<file path="src/rtl/hdmi_pattern_pkg.sv">
// Shared definitions for the HDMI test-pattern generator: pattern mode
// codes, box motion direction encoding, and the colour constants used by
// the border, bar and box patterns.
package hdmi_pattern_pkg;

  typedef enum logic [1:0] {
    MODE_BORDER = 2'd0,
    MODE_BARS   = 2'd1,
    MODE_RAMP   = 2'd2,
    MODE_BOX    = 2'd3
  } mode_e;

  localparam logic DIR_POS = 1'b0;
  localparam logic DIR_NEG = 1'b1;

  localparam logic [23:0] C_BLACK       = 24'h000000;
  localparam logic [23:0] C_BORDER_LEFT = 24'hFF0000;
  localparam logic [23:0] C_BORDER_TOP  = 24'h00FF00;
  localparam logic [23:0] C_BORDER_EDGE = 24'h0000FF;
  localparam logic [23:0] C_BOX_FG      = 24'hFFFFFF;
  localparam logic [23:0] C_BOX_BG      = 24'h000040;

  function automatic logic [23:0] bar_colour(input logic [2:0] idx);
    logic [23:0] c;
    case (idx)
      3'd0:    c = 24'hFFFFFF;
      3'd1:    c = 24'hFFFF00;
      3'd2:    c = 24'h00FFFF;
      3'd3:    c = 24'h00FF00;
      3'd4:    c = 24'hFF00FF;
      3'd5:    c = 24'hFF0000;
      3'd6:    c = 24'h0000FF;
      default: c = 24'h000000;
    endcase
    return c;
  endfunction

endpackage

</file>
<file path="src/rtl/hdmi_pattern_gen_box_motion.sv">
// One axis of the bouncing box. Steps the box position by STEP once per
// frame (step_en), reflecting off 0 and off (limit - SIZE).
// Ports:
//   clk_pixel  pixel clock
//   reset_n    async active-low reset (pos=0, dir=positive)
//   step_en    frame-boundary strobe
//   limit      screen dimension along this axis
//   pos        current box origin along this axis
//   dir        current direction (DIR_POS / DIR_NEG)
module box_motion
  import hdmi_pattern_pkg::*;
#(
  parameter int SIZE = 64,
  parameter int STEP = 2
) (
  input  logic        clk_pixel,
  input  logic        reset_n,
  input  logic        step_en,
  input  logic [11:0] limit,
  output logic [11:0] pos,
  output logic        dir
);

  logic [11:0] r_pos;
  logic        r_dir;
  logic [12:0] w_pos13;
  logic [12:0] w_lim13;

  // 13-bit views so pos + SIZE + STEP cannot wrap.
  assign w_pos13 = {1'b0, r_pos};
  assign w_lim13 = {1'b0, limit};

  always_ff @(posedge clk_pixel or negedge reset_n) begin
    if (!reset_n) begin
      r_pos <= '0;
      r_dir <= DIR_POS;
    end else if (step_en) begin
      if (w_lim13 <= 13'(SIZE)) begin
        // Screen no larger than the box: park it.
        r_pos <= '0;
        r_dir <= DIR_POS;
      end else if (r_dir == DIR_POS) begin
        if (w_pos13 + 13'(SIZE + STEP) >= w_lim13) begin
          r_pos <= 12'(w_lim13 - 13'(SIZE));
          r_dir <= DIR_NEG;
        end else begin
          r_pos <= r_pos + 12'(STEP);
        end
      end else begin
        if (w_pos13 <= 13'(STEP)) begin
          r_pos <= '0;
          r_dir <= DIR_POS;
        end else begin
          r_pos <= r_pos - 12'(STEP);
        end
      end
    end
  end

  assign pos = r_pos;
  assign dir = r_dir;

endmodule

</file>
<file path="src/rtl/hdmi_pattern_gen.sv">
// Test-pattern pixel source for the HDMI core. Follows the core's cx/cy
// and produces a registered rgb one clock later.
// Ports:
//   clk_pixel, reset_n           pixel clock, async active-low reset
//   mode                         pattern select, taken at end of frame
//   cx, cy                       current pixel coordinates
//   screen_width, screen_height  active area size
//   rgb                          {R,G,B}, 1-cycle latency from cx/cy
//   frame_start                  pulse for the first (0,0) pixel of a frame
//   frame_count                  completed frames, wrapping
module hdmi_pattern_gen
  import hdmi_pattern_pkg::*;
#(
  parameter int BOX_SIZE = 64,
  parameter int BOX_STEP = 2,
  parameter int FCNT_W   = 16
) (
  input  logic              clk_pixel,
  input  logic              reset_n,
  input  logic [1:0]        mode,
  input  logic [11:0]       cx,
  input  logic [11:0]       cy,
  input  logic [11:0]       screen_width,
  input  logic [11:0]       screen_height,
  output logic [23:0]       rgb,
  output logic              frame_start,
  output logic [FCNT_W-1:0] frame_count
);

  logic [12:0] w_cx13, w_cy13, w_sw13, w_sh13;
  logic        w_last_x, w_last_y, w_eof, w_active, w_origin;
  logic [11:0] w_bx, w_by;
  logic        w_bx_dir, w_by_dir;
  logic [1:0]  w_unused_dirs;
  logic [11:0] w_bar_w;
  logic [2:0]  w_cur_bar;
  logic [11:0] w_cur_seg;
  logic [7:0]  w_ramp;
  logic        w_in_box;
  logic [23:0] w_pix;

  mode_e             r_mode;
  logic [FCNT_W-1:0] r_frame_count;
  logic              r_frame_start;
  logic              r_prev_origin;
  logic [23:0]       r_rgb;
  logic [2:0]        r_bar;
  logic [11:0]       r_seg;

  assign w_cx13   = {1'b0, cx};
  assign w_cy13   = {1'b0, cy};
  assign w_sw13   = {1'b0, screen_width};
  assign w_sh13   = {1'b0, screen_height};
  assign w_last_x = (w_cx13 == w_sw13 - 13'd1);
  assign w_last_y = (w_cy13 == w_sh13 - 13'd1);
  assign w_eof    = w_last_x && w_last_y;
  assign w_active = (w_cx13 < w_sw13) && (w_cy13 < w_sh13);
  assign w_origin = (cx == 12'd0) && (cy == 12'd0);

  always_ff @(posedge clk_pixel or negedge reset_n) begin
    if (!reset_n) begin
      r_mode        <= MODE_BORDER;
      r_frame_count <= '0;
      r_frame_start <= 1'b0;
      r_prev_origin <= 1'b0;
    end else begin
      // Pulse only on the first cycle at (0,0), even if the origin is held.
      r_frame_start <= w_origin && !r_prev_origin;
      r_prev_origin <= w_origin;
      if (w_eof) begin
        r_frame_count <= r_frame_count + 1'b1;
        r_mode        <= mode_e'(mode);
      end
    end
  end

  box_motion #(.SIZE(BOX_SIZE), .STEP(BOX_STEP)) u_box_x (
    .clk_pixel(clk_pixel), .reset_n(reset_n), .step_en(w_eof),
    .limit(screen_width), .pos(w_bx), .dir(w_bx_dir)
  );

  box_motion #(.SIZE(BOX_SIZE), .STEP(BOX_STEP)) u_box_y (
    .clk_pixel(clk_pixel), .reset_n(reset_n), .step_en(w_eof),
    .limit(screen_height), .pos(w_by), .dir(w_by_dir)
  );

  assign w_unused_dirs = {w_bx_dir, w_by_dir};

  // Bars: counter tracks position within the current bar; cx==0 forces
  // bar 0 so each line restarts regardless of what the previous line did.
  assign w_bar_w   = {3'b000, screen_width[11:3]};
  assign w_cur_bar = (cx == 12'd0) ? 3'd0  : r_bar;
  assign w_cur_seg = (cx == 12'd0) ? 12'd0 : r_seg;

  always_ff @(posedge clk_pixel or negedge reset_n) begin
    if (!reset_n) begin
      r_bar <= '0;
      r_seg <= '0;
    end else if ((w_cur_bar != 3'd7) && (w_cur_seg + 12'd1 == w_bar_w)) begin
      r_bar <= w_cur_bar + 3'd1;
      r_seg <= '0;
    end else begin
      r_bar <= w_cur_bar;
      r_seg <= w_cur_seg + 12'd1;
    end
  end

  assign w_ramp   = cx[7:0] + r_frame_count[7:0];
  assign w_in_box = (w_cx13 >= {1'b0, w_bx}) && (w_cx13 < {1'b0, w_bx} + 13'(BOX_SIZE)) &&
                    (w_cy13 >= {1'b0, w_by}) && (w_cy13 < {1'b0, w_by} + 13'(BOX_SIZE));

  always_comb begin
    w_pix = C_BLACK;
    case (r_mode)
      MODE_BORDER: begin
        if (cx == 12'd0)             w_pix = C_BORDER_LEFT;
        else if (cy == 12'd0)        w_pix = C_BORDER_TOP;
        else if (w_last_x || w_last_y) w_pix = C_BORDER_EDGE;
        else                         w_pix = C_BLACK;
      end
      MODE_BARS: w_pix = bar_colour(w_cur_bar);
      MODE_RAMP: w_pix = {w_ramp, w_ramp, w_ramp};
      MODE_BOX:  w_pix = w_in_box ? C_BOX_FG : C_BOX_BG;
      default:   w_pix = C_BLACK;
    endcase
  end

  always_ff @(posedge clk_pixel or negedge reset_n) begin
    if (!reset_n) r_rgb <= C_BLACK;
    else          r_rgb <= w_active ? w_pix : C_BLACK;
  end

  assign rgb         = r_rgb;
  assign frame_start = r_frame_start;
  assign frame_count = r_frame_count;

endmodule

</file>
<file path="config.mk">
export PLATFORM = sky130hd
export DESIGN_NAME = hdmi_pattern_gen
export DESIGN_NICKNAME = d
export VERILOG_FILES = /design/src/rtl/hdmi_pattern_pkg.sv /design/src/rtl/hdmi_pattern_gen_box_motion.sv /design/src/rtl/hdmi_pattern_gen.sv
export SDC_FILE = /design/constraint.sdc
export NUM_CORES = 1
export LEC_CHECK = 0
export ABC_AREA = 1
export CAP_MARGIN = 25
export CORE_UTILIZATION = 54
export CTS_BUF_LIST = sky130_fd_sc_hd__clkbuf_16
export DETAILED_ROUTE_END_ITERATION = 10
export MAX_ROUTING_LAYER = met4
export PLACE_DENSITY = 0.84
export SYNTH_ARGS = -nofsm -noshare
export SYNTH_HDL_FRONTEND = slang
export SYNTH_SLANG_ARGS = --single-unit
</file>
<file path="constraint.sdc">
create_clock -name clk_pixel -period 2.75 [get_ports clk_pixel]
set_clock_uncertainty 0.2 [all_clocks]
set_input_delay 0.825 -clock clk_pixel [delete_from_list [all_inputs] [get_ports clk_pixel]]
set_output_delay 0.825 -clock clk_pixel [all_outputs]
set_load 0.02 [all_outputs]
</file>
==> results of run 1 <==
-- cells by family after synthesis --
kind of cell    count (synthesis)
fa+ha+maj                     116
buf+inv                       219
xor+xnor                       83
flops                          85
simple gates                  760
compound gates                159
-- synth_stat cells (3+ instances only) --
library cell / n
sky130_fd_sc_hd__a211oi_1: 6
sky130_fd_sc_hd__a21oi_1: 62
sky130_fd_sc_hd__and2_1: 3
sky130_fd_sc_hd__buf_2: 5
sky130_fd_sc_hd__buf_4: 5
sky130_fd_sc_hd__buf_6: 5
sky130_fd_sc_hd__clkbuf_1: 7
sky130_fd_sc_hd__clkinv_1: 4
sky130_fd_sc_hd__dfrtp_1: 85
sky130_fd_sc_hd__ha_1: 115
sky130_fd_sc_hd__inv_1: 183
sky130_fd_sc_hd__inv_2: 8
sky130_fd_sc_hd__nand2_1: 355
sky130_fd_sc_hd__nand2_2: 3
sky130_fd_sc_hd__nand3_1: 108
sky130_fd_sc_hd__nand3_2: 4
sky130_fd_sc_hd__nand4_1: 58
sky130_fd_sc_hd__nor2_1: 167
sky130_fd_sc_hd__nor2_2: 5
sky130_fd_sc_hd__nor2_4: 9
sky130_fd_sc_hd__nor3_1: 23
sky130_fd_sc_hd__nor3b_1: 3
sky130_fd_sc_hd__nor4_1: 9
sky130_fd_sc_hd__o2111ai_1: 3
sky130_fd_sc_hd__o211ai_1: 9
sky130_fd_sc_hd__o21ai_0: 64
sky130_fd_sc_hd__o21bai_1: 3
sky130_fd_sc_hd__o221ai_1: 3
sky130_fd_sc_hd__or2_2: 3
sky130_fd_sc_hd__xnor2_1: 22
sky130_fd_sc_hd__xor2_1: 60
-- layer usage --
| metal | track usage (%) | GRT overflow |
|---|---|---|
| met1 | 78.7 | 9 |
| met4 | 75.5 | 32 |
| met5 | - | - |
| met2 | 93.8 | 34 |
| met3 | 63.9 | 6 |
-- repair_timing --
| action | in CTS |
|---|---|
| endpoints found under the setup margin | 82 |
| setup buffers | 56 |
| resized for setup | 334 |
| pin swaps | 116 |
| cloned | 8 |
-- through the flow --
step,instance area [um2],TNS (ns),worst slack (ns),instances
after CTS,14300,-3.88,-0.166,2053
after detailed placement,12700,-71.23,-1.04,1973
after global placement,12700,-66.11,-0.954,1973
after floorplan,9690,-2.16,-0.144,1422
==> run summary, run 1 <==
The number of buffers on the longest clock path was 2. The largest total area in the synthesized netlist belongs to sky130_fd_sc_hd__dfrtp_1. Async set or reset register ratio after synthesis: 100%.

The post-cts hold buffer count is 0, and the synthesized cell area is 0.00949 mm2. The halt point of the flow is 5_1_grt. The number of synthesized flops with an enable pin came out at 0.

The number of top-level design ports came out at 93. The run stopped with a tool error. The synthesized instance count is 1422, and the placer's final routability congestion estimate is 1.03. The vertical die dimension works out to 135 um. After the last repair the worst path ends at a register input.

The synthesized design contains 85 register bits. The synthesized netlist devotes 35.8% of its cell area to simple gates. The initial utilization of the core area, before any placement, comes to 55.1%.

Summed over its instances, the top area cell type makes up 22.4% of the synthesized netlist area. The worst-path endpoint after global-route repair_timing was u_box_x.pos[10]$_DFFE_PN0P_/D. The pin count of the biggest net entering global routing was 52. Number of placement rows: 48. For this run, the total global-route usage over all layers was measured as 79.4%.

For this run, the leading register cell type out of synthesis is sky130_fd_sc_hd__dfrtp_1. After global routing the overflow that remains totals 81. Port buffering added 92 buffers. Buffers inserted during clock tree synthesis total 9. The logs give 0 for the number of synthesis warnings and 26.3 mm for the half-perimeter wire length after placement. Multiplexer cells account for 0% of the synthesized area. By area the synthesized netlist is led by sky130_fd_sc_hd__dfrtp_1, sky130_fd_sc_hd__ha_1, sky130_fd_sc_hd__nand2_1, sky130_fd_sc_hd__inv_1, sky130_fd_sc_hd__nor2_1. The synthesized area per cell is 6.67 um2, and the proportion of synthesized chip area in sequential cells is 22.4%.

The width of the die was 135 um; the unique cell type count in the Yosys netlist was 50. Of the total synthesized cell area, the portion taken by full adders, half adders and majority gates is 15.4%. The number of clock sinks is 85. The root buffer cell chosen for the clock tree is sky130_fd_sc_hd__clkbuf_16. The synthesized net count came out at 1590.

The xor-xnor portion of the synthesized cell area came out at 7.81%. The combinational family with the most area after synthesis is simple AND/OR/NAND/NOR gates. The share of the synthesized area in compound gates (AO/OA/AOI/OAI) works out to 9.27%. In this run the number of H-tree levels came out at 3. The tool reported: "[ERROR GRT-0232] Routing congestion too high. Check the congestion heatmap in the GUI".
==> inputs of run 2 (changes only) <==
Settings changed: CORE_UTILIZATION 54 to 40, CTS_BUF_LIST sky130_fd_sc_hd__clkbuf_16 to not set, MAX_ROUTING_LAYER met4 to not set, PLACE_DENSITY 0.84 to not set, PLACE_DENSITY_LB_ADDON set to 0.15.
Clock period 2.75 ns to 3.6 ns, I/O delays scaled along.
==> run 2 against run 1 <==
Against the previous run:
- the run now ends clean
- synthesized cell count unchanged
- area after synthesis unchanged
==> run summary, run 2 <==
Synthesized area per cell: 6.67 um2. The clock tree synthesis step divided the H-tree into 3 levels. For the iteration count of the initial detailed-routing pass, the log shows 5.

Summed over all layers, the global routing overflow is 0. The synthesized design contains 0 enable-type register cells. Measured against its own limit, the worst slew margin works out to 42.6%. Number of global-route vias before repair: 9400. The floorplan step defined a die boundary enclosing 0.0243 mm2. Row generation in the floorplan step produced 55 rows.

In this run the static leakage power is 6.58 nW. In the finished design, the share of the clock period the worst path needs comes to 96.9%. The count of buffers added on input and output ports is 92. Average wire per cell in the routed design: 15.1 um. Critical path arrival: 3.52 ns. Compared with the post-synthesis result, the final layout area differs by 32.3%.

The most used flip-flop cell after synthesis is sky130_fd_sc_hd__dfrtp_1. The number of antenna violations at the first check in global routing is 0, and the largest fanout of any net on the critical path is 12. The worst-case IR drop observed on VDD is 0.000195 V. For this run, the number of Yosys warnings is 0. The classification of the worst-slack hold path is flop to flop.

Of the post-synthesis cell area, the dominant cell type holds 22.4%. Setup violations remaining at the end of the flow were counted as 0. The number of vias in the routed layout was 10.1k.

For this run, design rule violations remaining after detail routing come to 0. Synthesis inferred 85 register bits. The clock passes through at most 2 buffers. Total power for the finished layout comes to 3.26 mW. The synthesized netlist occupies a cell area of 0.00949 mm2. At the end of routability-driven placement, the weighted congestion stood at 0.923.

For this run, the top clock speed supported by timing is 287 MHz. In the global route stage, overall resource usage came out at 25.4%. The first routing iteration left 760 violations.

Total count of hold-check failures in the final report: 0. Most numerous cell on the critical path: sky130_fd_sc_hd__a21oi_1. The flow ran to the end, and the final reports show no timing, DRC or antenna violations. The tools report the smallest hold slack as 0.209 ns. The core region is 0.0230 mm2.

The worst setup path is launched from an input pin. After detailed placement, the total cell area comes to 0.0120 mm2. The cell sitting at the root of the clock tree is a sky130_fd_sc_hd__clkbuf_16.

The highest cell delay on the worst timing path was 0.50 ns. The synthesized net count was 1590; the reg-to-reg setup timing slack was 0.41 ns. Yosys attributes the largest share of cell area to sky130_fd_sc_hd__dfrtp_1, sky130_fd_sc_hd__ha_1, sky130_fd_sc_hd__nand2_1, sky130_fd_sc_hd__inv_1, sky130_fd_sc_hd__nor2_1. The first global-routing pass estimated 48.3 mm of wire. In the layout the commonest cells are sky130_fd_sc_hd__nand2_1, sky130_fd_sc_hd__inv_1, sky130_fd_sc_hd__buf_4, sky130_fd_sc_hd__nor2_1, sky130_fd_sc_hd__ha_1. After technology mapping, the gate count stands at 1422.

Post-cts hold buffer count: 0. The data required time at the worst endpoint is 3.63 ns, and the final max-slew violation count is 0. The post-route netlist has 16.1% of its cells at a drive strength greater than 1. Entering global routing, the biggest net connects 55 pins.

After routing, the total negative slack on setup checks comes to 0 ns. Walking the worst path, the cells encountered are clkdlybuf4s50_1 > inv_2 > ha_1 > a21oi_1 > o21ai_1 > a21oi_1 > nand4_1 > nor2_2 > nand3_2 > nor2_4 > nand2_8 > buf_4 > a21oi_1 > a21oi_1. In this run the remaining antenna-violating nets after routing total 0. 93 I/O pins were placed. The half-perimeter wire length after placement was 24.7 mm. The width of the die was 156 um. The wire length after detailed routing was 30.1 mm; the total buffers and inverters traversed by the critical path was 3.

0 antenna diodes ended up in the layout. The critical path in this run is classified as input pin to flop. The number of maximum-capacitance constraint violations is 0, and the via-per-instance ratio is 5.06.

The slowest stage of the critical path is the sky130_fd_sc_hd__clkdlybuf4s50_1 cell. Power spread over the standard cell area amounts to 260 mW/mm2. The worst setup path is captured at a flop. The dominant cell by count in the synthesized netlist was sky130_fd_sc_hd__nand2_1. TritonCTS built the clock tree. The vertical die dimension was 156 um; the final layout net count was 1851. The flip-flop count of the largest register, all copies and words added works out to 24. The number of clock sinks is 85. The critical path's top delay family is buffers and inverters. Sorting the synthesized cells by how often they occur yields sky130_fd_sc_hd__nand2_1, sky130_fd_sc_hd__inv_1, sky130_fd_sc_hd__nor2_1. The initial cell density of the core came out at 41.3%. The largest total area in the synthesized netlist belongs to sky130_fd_sc_hd__dfrtp_1.

Most common library cell in the layout ignoring fill and taps: sky130_fd_sc_hd__nand2_1. Clock transition at the register clock pins on the worst setup and hold paths after CTS: 0.08 ns. Summing all non-filler instances in the final layout gives an area of 0.0126 mm2. For the number of CTS-inserted buffers, the log shows 9. The slew at the pin closest to its max-slew limit is 0.840 ns, and the clock latency reported for the late side of the worst-skew pair is 0.36 ns. The proportion of synthesized chip area in sequential cells is 22.4%, and the async set or reset register ratio after synthesis is 100%. The routed design could run at a clock period as short as 3.49 ns.

Unique cell type count in the Yosys netlist: 50.
[run 2: cell counts after synthesis]
Identical to the previous run, type by type.
[run 2: area by class of cell]
cell class | instances | area (um2)
inverters | 196 | 738
flip-flops and latches | 85 | 2130
clock buffers | 9 | 225
well taps | 313 | 392
clock inverters | 7 | 76.3
multi-input cells | 1121 | 6640
repair buffers | 270 | 2360
fillers | 2281 | 10400
[run 2: timing repair]
action	CTS	global route
endpoints found under the hold margin	0	0
cloned	1	2
pin swaps	3	31
gates resized for setup	5	58
buffers inserted	0	6
endpoints found under the setup margin	13	79
[run 2: cell families after synthesis]
family / count (synthesis) / synth area share [%]
AO/OA/AOI/OAI: 159 / 9.27
XOR/XNOR: 83 / 7.81
adder cells (fa/ha/maj): 116 / 15.4
buffers and inverters: 219 / 9.36
flip-flops: 85 / 22.4
AND/OR/NAND/NOR: 760 / 35.8
[run 2: layer usage]
| layer | part of all wire [%] | track usage (%) | wire [um] | vias up |
|---|---|---|---|---|
| met4 | 1.5 | 5.56 | 454 | 0 |
| met1 | 49 | 37.4 | 14900 | 4657 |
| li1 | - | - | - | 5202 |
| met5 | 0 | 0 | 0 | - |
| met3 | 5.4 | 2.86 | 1630 | 28 |
| met2 | 44 | 39.3 | 13100 | 237 |
[run 2: path summary, 6_finish.rpt]
| path | from | endpoint | depth (start not counted) |
|---|---|---|---|
| max in group asynchronous | reset_n | u_box_x.pos[5]$_DFFE_PN0P_ | 2 |
| worst max register to register | u_box_y.pos[7]$_DFFE_PN0P_ | rgb[22]$_DFF_PN0_ | 15 |
| worst max-delay path | screen_width[1] | u_box_y.dir$_DFFE_PN0P_ | 14 |
| min in group asynchronous | reset_n | r_prev_origin$_DFF_PN0_ | 1 |
| worst min-delay path | r_prev_origin$_DFF_PN0_ | frame_start$_DFF_PN0_ | 1 |
| worst min register to register | r_prev_origin$_DFF_PN0_ | frame_start$_DFF_PN0_ | 1 |
[run 2: report_power, final]
group / leakage (nW) / switching, mW / internal (mW)
combinational: 5.33 / 0.643 / 0.550
sequential: 1.10 / 0.0561 / 1.02
clock: 0.148 / 0.502 / 0.494
total: 6.58 / 1.20 / 2.06
[run 2: metrics by stage]
stage                     utilization, %  setup WS (ns)  instances
final                               54.6          0.111       2001
after global routing                54.6        -0.0159       2001
after CTS                           53.6       0.000343       1993
after detailed placement            52.2         -0.488       1976
after global placement              52.2         -0.410       1976
after floorplan                        -          0.282       1422
[run 2: worst reg2reg max path: stages (launching register included)]
cell	delay, ns
sky130_fd_sc_hd__dfrtp_1	0.55
sky130_fd_sc_hd__inv_1	0.23
sky130_fd_sc_hd__nor3_1	0.34
sky130_fd_sc_hd__nand2_1	0.14
sky130_fd_sc_hd__xor2_1	0.17
sky130_fd_sc_hd__ha_1	0.31
sky130_fd_sc_hd__nand4_1	0.15
sky130_fd_sc_hd__nor2_1	0.11
sky130_fd_sc_hd__o21ai_0	0.13
sky130_fd_sc_hd__nand2_1	0.08
sky130_fd_sc_hd__nor2_1	0.05
sky130_fd_sc_hd__nand3_2	0.17
sky130_fd_sc_hd__nor2b_1	0.29
sky130_fd_sc_hd__nand2_1	0.09
sky130_fd_sc_hd__nand2_1	0.06
sky130_fd_sc_hd__inv_1	0.03
Note: power is estimated with default switching activity, not from simulation.
